--- src/rtl/pipe_stage_reg.sv ---
// pipe_stage_reg
//   Pipeline stage register for the IF/ID, ID/EXE, EXE/MEM and MEM/WB
//   boundaries. Moves a packed payload plus an exception vector across the
//   boundary with a valid/ready handshake. Supports synchronous flush and
//   keeps a saturating count of back-pressure cycles.
//
//   Build option: define PIPE_SKID_EN to get a 2-entry skid buffer whose
//   in_ready is a flop output. Without it the stage is a single register
//   and in_ready is combinational from out_ready.
//
// Ports
//   clk          clock, all state changes on posedge
//   rst          synchronous reset, active-low
//   flush        kill stage contents (redirect / exception commit)
//   in_valid     upstream offers an instruction
//   in_ready     stage accepts this cycle
//   in_data      upstream payload (WIDTH)
//   in_exc       upstream exception flags (EXC_W)
//   out_valid    out_data/out_exc hold a valid instruction
//   out_ready    downstream accepts this cycle
//   out_data     registered payload (WIDTH)
//   out_exc      registered exception flags (EXC_W)
//   out_has_exc  registered OR of out_exc, 0 while out_valid is 0
//   stall_cnt    saturating count of cycles with out_valid && !out_ready
module pipe_stage_reg #(
  parameter int               WIDTH     = 32,
  parameter int               EXC_W     = 9,
  parameter logic [WIDTH-1:0] RESET_VAL = '0,
  parameter int               CNT_W     = 16
) (
  input  logic             clk,
  input  logic             rst,
  input  logic             flush,
  input  logic             in_valid,
  output logic             in_ready,
  input  logic [WIDTH-1:0] in_data,
  input  logic [EXC_W-1:0] in_exc,
  output logic             out_valid,
  input  logic             out_ready,
  output logic [WIDTH-1:0] out_data,
  output logic [EXC_W-1:0] out_exc,
  output logic             out_has_exc,
  output logic [CNT_W-1:0] stall_cnt
);

  typedef enum logic [1:0] {
    ST_EMPTY     = 2'd0,
    ST_MAIN      = 2'd1,
    ST_MAIN_SKID = 2'd2
  } state_t;

  state_t state_q, state_d;

  logic             in_xfer;
  logic             out_xfer;
  logic             main_ld_in;
  logic             main_clr;

  logic [WIDTH-1:0] main_data_p0;
  logic [EXC_W-1:0] main_exc_p0;
  logic             main_has_exc_p0;

  function automatic logic [CNT_W-1:0] sat_inc(input logic [CNT_W-1:0] v);
    return (&v) ? v : v + 1'b1;
  endfunction

  assign out_valid   = (state_q != ST_EMPTY);
  assign out_data    = main_data_p0;
  assign out_exc     = main_exc_p0;
  assign out_has_exc = main_has_exc_p0;

  // An input offered during flush is dropped even when in_ready is high.
  assign in_xfer  = in_valid && in_ready && !flush;
  assign out_xfer = out_valid && out_ready;

`ifdef PIPE_SKID_EN
  logic             main_ld_skid;
  logic             skid_ld;
  logic             ready_q;
  logic [WIDTH-1:0] skid_data_p0;
  logic [EXC_W-1:0] skid_exc_p0;

  // Registered ready: low exactly while the skid entry is occupied.
  assign in_ready = ready_q;
`else
  // Single register: free slot, or the current occupant leaves this cycle.
  assign in_ready = (state_q == ST_EMPTY) || out_ready;
`endif

  always_comb begin
    state_d    = state_q;
    main_ld_in = 1'b0;
    main_clr   = 1'b0;
`ifdef PIPE_SKID_EN
    main_ld_skid = 1'b0;
    skid_ld      = 1'b0;
`endif
    if (flush) begin
      state_d  = ST_EMPTY;
      main_clr = 1'b1;
    end else begin
      case (state_q)
        ST_EMPTY: begin
          if (in_xfer) begin
            state_d    = ST_MAIN;
            main_ld_in = 1'b1;
          end
        end
        ST_MAIN: begin
          if (in_xfer && out_xfer) begin
            main_ld_in = 1'b1;
          end else if (out_xfer) begin
            state_d  = ST_EMPTY;
            main_clr = 1'b1;
          end
`ifdef PIPE_SKID_EN
          else if (in_xfer) begin
            state_d = ST_MAIN_SKID;
            skid_ld = 1'b1;
          end
`endif
        end
`ifdef PIPE_SKID_EN
        ST_MAIN_SKID: begin
          if (out_xfer) begin
            state_d      = ST_MAIN;
            main_ld_skid = 1'b1;
          end
        end
`endif
        default: state_d = ST_EMPTY;
      endcase
    end
  end

  always_ff @(posedge clk) begin
    if (!rst) begin
      state_q <= ST_EMPTY;
    end else begin
      state_q <= state_d;
    end
  end

  // Stage register: main entry driving out_*
  always_ff @(posedge clk) begin
    if (!rst) begin
      main_data_p0    <= RESET_VAL;
      main_exc_p0     <= '0;
      main_has_exc_p0 <= 1'b0;
    end else if (main_ld_in) begin
      main_data_p0    <= in_data;
      main_exc_p0     <= in_exc;
      main_has_exc_p0 <= |in_exc;
    end
`ifdef PIPE_SKID_EN
    else if (main_ld_skid) begin
      main_data_p0    <= skid_data_p0;
      main_exc_p0     <= skid_exc_p0;
      main_has_exc_p0 <= |skid_exc_p0;
    end
`endif
    else if (main_clr) begin
      // Payload is left in place; only the exception view is cleared.
      main_exc_p0     <= '0;
      main_has_exc_p0 <= 1'b0;
    end
  end

`ifdef PIPE_SKID_EN
  // Skid entry: captures the input accepted while the main entry is stalled
  always_ff @(posedge clk) begin
    if (skid_ld) begin
      skid_data_p0 <= in_data;
      skid_exc_p0  <= in_exc;
    end
  end

  always_ff @(posedge clk) begin
    if (!rst) begin
      ready_q <= 1'b1;
    end else begin
      ready_q <= (state_d != ST_MAIN_SKID);
    end
  end
`endif

  // Back-pressure counter: not cleared by flush
  always_ff @(posedge clk) begin
    if (!rst) begin
      stall_cnt <= '0;
    end else if (out_valid && !out_ready) begin
      stall_cnt <= sat_inc(stall_cnt);
    end
  end

endmodule

--- config.mk ---
export PLATFORM = sky130hd
export DESIGN_NAME = pipe_stage_reg
export DESIGN_NICKNAME = d
export VERILOG_FILES = /design/src/rtl/pipe_stage_reg.sv
export SDC_FILE = /design/constraint.sdc
export NUM_CORES = 1
export LEC_CHECK = 0
export CAP_MARGIN = 10
export CORE_MARGIN = 2
export CORE_UTILIZATION = 38
export CTS_BUF_LIST = sky130_fd_sc_hd__clkbuf_2 sky130_fd_sc_hd__clkbuf_4 sky130_fd_sc_hd__clkbuf_8
export CTS_CLUSTER_SIZE = 8
export DETAILED_ROUTE_END_ITERATION = 8
export PLACE_DENSITY_LB_ADDON = 0.12
export SYNTH_ARGS = -nofsm -noshare
export SYNTH_HDL_FRONTEND = slang
export SYNTH_SLANG_ARGS = --single-unit
--- constraint.sdc ---
create_clock -name clk -period 1.5 [get_ports clk]
set_input_delay 0.3 -clock clk [delete_from_list [all_inputs] [get_ports clk]]
set_output_delay 0.3 -clock clk [all_outputs]
set_load 0.005 [all_outputs]
==> run_summary.xml <==
<?xml version="1.0" encoding="UTF-8"?>
<metrics>
  <group name="routing">
    <metric name="drt_iter0_markers" unit="">139</metric>
    <metric name="dr_total_vias" unit="">2619</metric>
    <metric name="route.detailed.wl_per_inst" unit="µm">15.2</metric>
    <metric name="route.detailed.drc" unit="">0</metric>
    <metric name="via_per_inst" unit="">5.08</metric>
    <metric name="ant_nets" unit="">0</metric>
    <metric name="wirelength" unit="mm">7.83</metric>
    <metric name="first_pass_iters" unit="">5</metric>
  </group>
  <group name="timing">
    <metric name="final_worst_setup_slack" unit="ps">-124</metric>
    <metric name="finalMaxSlewViolations" unit="">0</metric>
    <metric name="worst_slew_margin_rel" unit="%">72.4</metric>
    <metric name="worst_clock_skew" unit="ps">10.6</metric>
    <metric name="hold_ws" unit="ps">449</metric>
    <metric name="finalSetupViolCount" unit="">35</metric>
    <metric name="hold_violations" unit="">0</metric>
    <metric name="fin_crit_sh" unit="%">108</metric>
    <metric name="fmaxAchievable" unit="MHz">616</metric>
    <metric name="tightest_slew" unit="ps">412</metric>
    <metric name="grt_setup_unrepaired" unit="">true</metric>
    <metric name="final.min_clock_period" unit="ps">1620</metric>
  </group>
  <group name="job">
    <metric name="timing.max_cap.violations" unit="">0</metric>
  </group>
  <group name="final_layout">
    <metric name="multiInputGateArea" unit="µm²">1360</metric>
    <metric name="num_antenna_cells" unit="">0</metric>
    <metric name="finish.utilization" unit="%">76.7</metric>
    <metric name="seqCellArea" unit="µm²">1210</metric>
    <metric name="final_net_count" unit="">483</metric>
    <metric name="post_route_cells_drive_above_1_share" unit="%">36.1</metric>
    <metric name="relative_area_change_from_synthesis_to_final_layout" unit="%">95.9</metric>
    <metric name="fillers" unit="">413</metric>
  </group>
  <group name="logic_synthesis">
    <metric name="xor_and_xnor_area_share_after_synthesis" unit="%">0.380</metric>
    <metric name="simple_logic_cell_fraction_of_the_synthesized_area" unit="%">24.9</metric>
    <metric name="main_combinational_cell_family_by_area_after_synthesis" unit="">simple AND/OR/NAND/NOR gates</metric>
    <metric name="ys_top_cells_by_area" unit="">dfxtp_1 (51%), nand2_1 (11%), a21oi_1 (10%)</metric>
    <metric name="muxShareOfSynthArea" unit="%">0</metric>
    <metric name="netlist.area_leader.share" unit="%">51.2</metric>
    <metric name="yosys_warnings" unit="">0</metric>
    <metric name="synth_fa_ha_area_share" unit="%">0.543</metric>
    <metric name="yosys_register_bits" unit="">59</metric>
    <metric name="synth.avg_cell_area" unit="µm²">8.35</metric>
    <metric name="complex_gate_fraction_of_the_synthesized_area" unit="%">19.3</metric>
    <metric name="synth_top_cell_by_area" unit="">dfxtp_1</metric>
    <metric name="ys_types" unit="">32</metric>
    <metric name="proportion_of_synthesized_chip_area_in_sequential_cells" unit="%">51.2</metric>
    <metric name="number_of_standard_cells_after_synthesis" unit="">276</metric>
    <metric name="asyncSetResetFlopFracSynth" unit="%">0</metric>
    <metric name="synth-edff-count" unit="">0</metric>
    <metric name="synthFlopType" unit="">dfxtp_1</metric>
    <metric name="mapped_area" unit="µm²">2300</metric>
    <metric name="syn_nets" unit="">323</metric>
  </group>
  <group name="placed_design">
    <metric name="hpwl" unit="mm">4.80</metric>
    <metric name="number_of_i_o_port_buffers" unit="">105</metric>
    <metric name="place_congestion" unit="">0.803</metric>
  </group>
  <group name="die">
    <metric name="effective_utilization_at_floorplan" unit="%">39.2</metric>
    <metric name="die_x" unit="µm">81.9</metric>
    <metric name="total_i_o_pin_count" unit="">106</metric>
    <metric name="fp-row-count" unit="">28</metric>
    <metric name="floorplan.die_area" unit="µm²">6700</metric>
    <metric name="core_area" unit="µm²">5890</metric>
    <metric name="dieHeight" unit="µm">81.9</metric>
  </group>
  <group name="worst_setup_path">
    <metric name="type_of_destination_of_the_critical_path" unit="">register</metric>
    <metric name="cp-start-kind" unit="">register</metric>
    <metric name="timing.critical_path.required" unit="ps">1730</metric>
    <metric name="critical_path_class" unit="">register to register</metric>
    <metric name="critPathArrivalTime" unit="ps">1850</metric>
    <metric name="critPathMaxFanout" unit="">3</metric>
  </group>
  <group name="global_route">
    <metric name="grt_max_degree" unit="">42</metric>
    <metric name="grt_pass1_vias" unit="">2319</metric>
    <metric name="globalRouteTotalUtil" unit="%">20.4</metric>
    <metric name="grt_pass1_wl" unit="mm">10.6</metric>
    <metric name="grt_overflow_total" unit="">0</metric>
    <metric name="antenna_found_initial" unit="">0</metric>
  </group>
  <group name="clock_tree">
    <metric name="clk-insertion-delay-late" unit="ps">320</metric>
    <metric name="cts_made_buffers" unit="">9</metric>
    <metric name="post_cts_hold_buffer_count" unit="">0</metric>
    <metric name="cts.path.max_buffers" unit="">2</metric>
    <metric name="clock_tree.htree_level_count" unit="">3</metric>
    <metric name="clk_pin_slew" unit="ps">70</metric>
    <metric name="clkSinkCount" unit="">59</metric>
    <metric name="clock_tree_from_tritoncts" unit="">done</metric>
    <metric name="cts.root.buffer_cell" unit="">clkbuf_8</metric>
  </group>
  <group name="status">
    <metric name="failed_checks" unit="">negative setup slack</metric>
    <metric name="run_status" unit="">finished with violations</metric>
  </group>
  <group name="worst_hold_path">
    <metric name="worst_hold_path_type" unit="">register to register</metric>
  </group>
  <group name="pwr">
    <metric name="power_density" unit="nW/µm²">760</metric>
    <metric name="ir_worst_vdd" unit="mV">0.590</metric>
    <metric name="cellLeakagePower" unit="nW">2.21</metric>
  </group>
</metrics>
[worst max-delay path, cell delays in order, from the launching register on]
cell and delay, ps:
dfxtp_4 370, ha_4 160, and3_4 190, o2111ai_2 120, or4_1 510, a21oi_1 180
[final timing paths]
path / endpoint / startpoint / cells after the start / slack (ps)
worst max-delay path: stall_cnt[14]$_SDFFE_PN0P_ / stall_cnt[1]$_SDFFE_PN0P_ / 5 / -120
worst min register to register: out_data[20]$_SDFFE_PN0P_ / out_data[20]$_SDFFE_PN0P_ / 2 / 450
worst max register to register: stall_cnt[14]$_SDFFE_PN0P_ / stall_cnt[1]$_SDFFE_PN0P_ / 5 / -120
worst min-delay path: out_data[20]$_SDFFE_PN0P_ / out_data[20]$_SDFFE_PN0P_ / 2 / 450
[cell type report]
cell class | instances | area share (%)
repair buffers | 165 | 36.6
clock buffers | 12 | 3.52
well taps | 75 | 2.08
flip-flops and latches | 59 | 26.9
clock inverters | 4 | 0.554
inverters | 3 | 0.305
multi-input cells | 198 | 30.0
[Yosys cell counts, types with 2 or more instances]
cell / count
o31ai_1: 7
nand4_1: 4
and4_1: 2
or4_1: 7
nor4_1: 3
nand3b_1: 2
o21ai_0: 7
a22oi_1: 10
inv_1: 2
or3_1: 5
nand3_1: 7
dfxtp_1: 59
a21oi_1: 46
nor2_1: 14
clkbuf_1: 14
nand2_1: 69
nor3_1: 3
[sequential cells by signal (all words and copies together) (netlist names)]
name / count
state_q: 1
stall_cnt: 16
out_has_exc: 1
out_exc: 9
out_data: 32
[cell families after synthesis]
group / after synthesis
buffers and inverters: 19
AO/OA/AOI/OAI: 74
flip-flops: 59
adder cells (fa/ha/maj): 1
AND/OR/NAND/NOR: 122
XOR/XNOR: 1
[metrics by stage]
step | instance area (µm²) | total power (W) | worst slack [ps] | setup TNS, ps | std cells
after floorplan | 2360 | 0.00181 | -56.9 | -790 | 276
after global placement | 3800 | 0.00209 | -413 | -18490 | 484
after detailed placement | 3800 | 0.00210 | -427 | -19350 | 484
after CTS | 4070 | 0.00341 | -42.6 | -179 | 507
after global routing | 4520 | 0.00359 | -169 | -4030 | 516
final | 4520 | 0.00343 | -124 | -1450 | 516
[cell usage in the layout (no fill, tap or decap), types with 3 or more instances in the layout]
cell / n
nand2_4: 7
or4_1: 4
dfxtp_1: 40
buf_4: 45
nand2_2: 5
a21oi_2: 25
a22oi_1: 10
buf_12: 3
a21oi_1: 21
nand4_1: 4
nand3_1: 5
or3_1: 4
buf_6: 9
dfxtp_4: 4
clkdlybuf4s50_1: 58
nor2_1: 14
o31ai_1: 3
dlymetal6s2s_1: 27
nand2_1: 57
dlygate4sd2_1: 19
o21ai_1: 3
o31ai_2: 3
or4_4: 3
o21ai_0: 3
clkbuf_8: 11
dfxtp_2: 15
[where the power goes]
group / internal [W] / total, W / leakage (nW) / switching [W]
logic: 0.000277 / 0.000470 / 1.63 / 0.000192
registers: 0.00161 / 0.00164 / 0.491 / 0.0000309
clock network: 0.000703 / 0.00132 / 0.0918 / 0.000616
total: 0.00259 / 0.00343 / 2.21 / 0.000839
[layer usage]
metal	up-vias	wire (µm)	track usage, %
met5	-	0	0
met4	0	59	7.50
met3	6	455	6.04
met2	70	4030	32.4
met1	1246	3290	26.2
li1	1297	-	-
[what timing repair did]
item | 4_1_cts | 5_1_grt
pin swaps | 16 | 57
setup endpoints to repair | 60 | 49
gates cloned | 0 | 2
resized for setup | 45 | 102
setup buffers | 7 | 7
No activity file was read; power rests on OpenSTA's default activity.
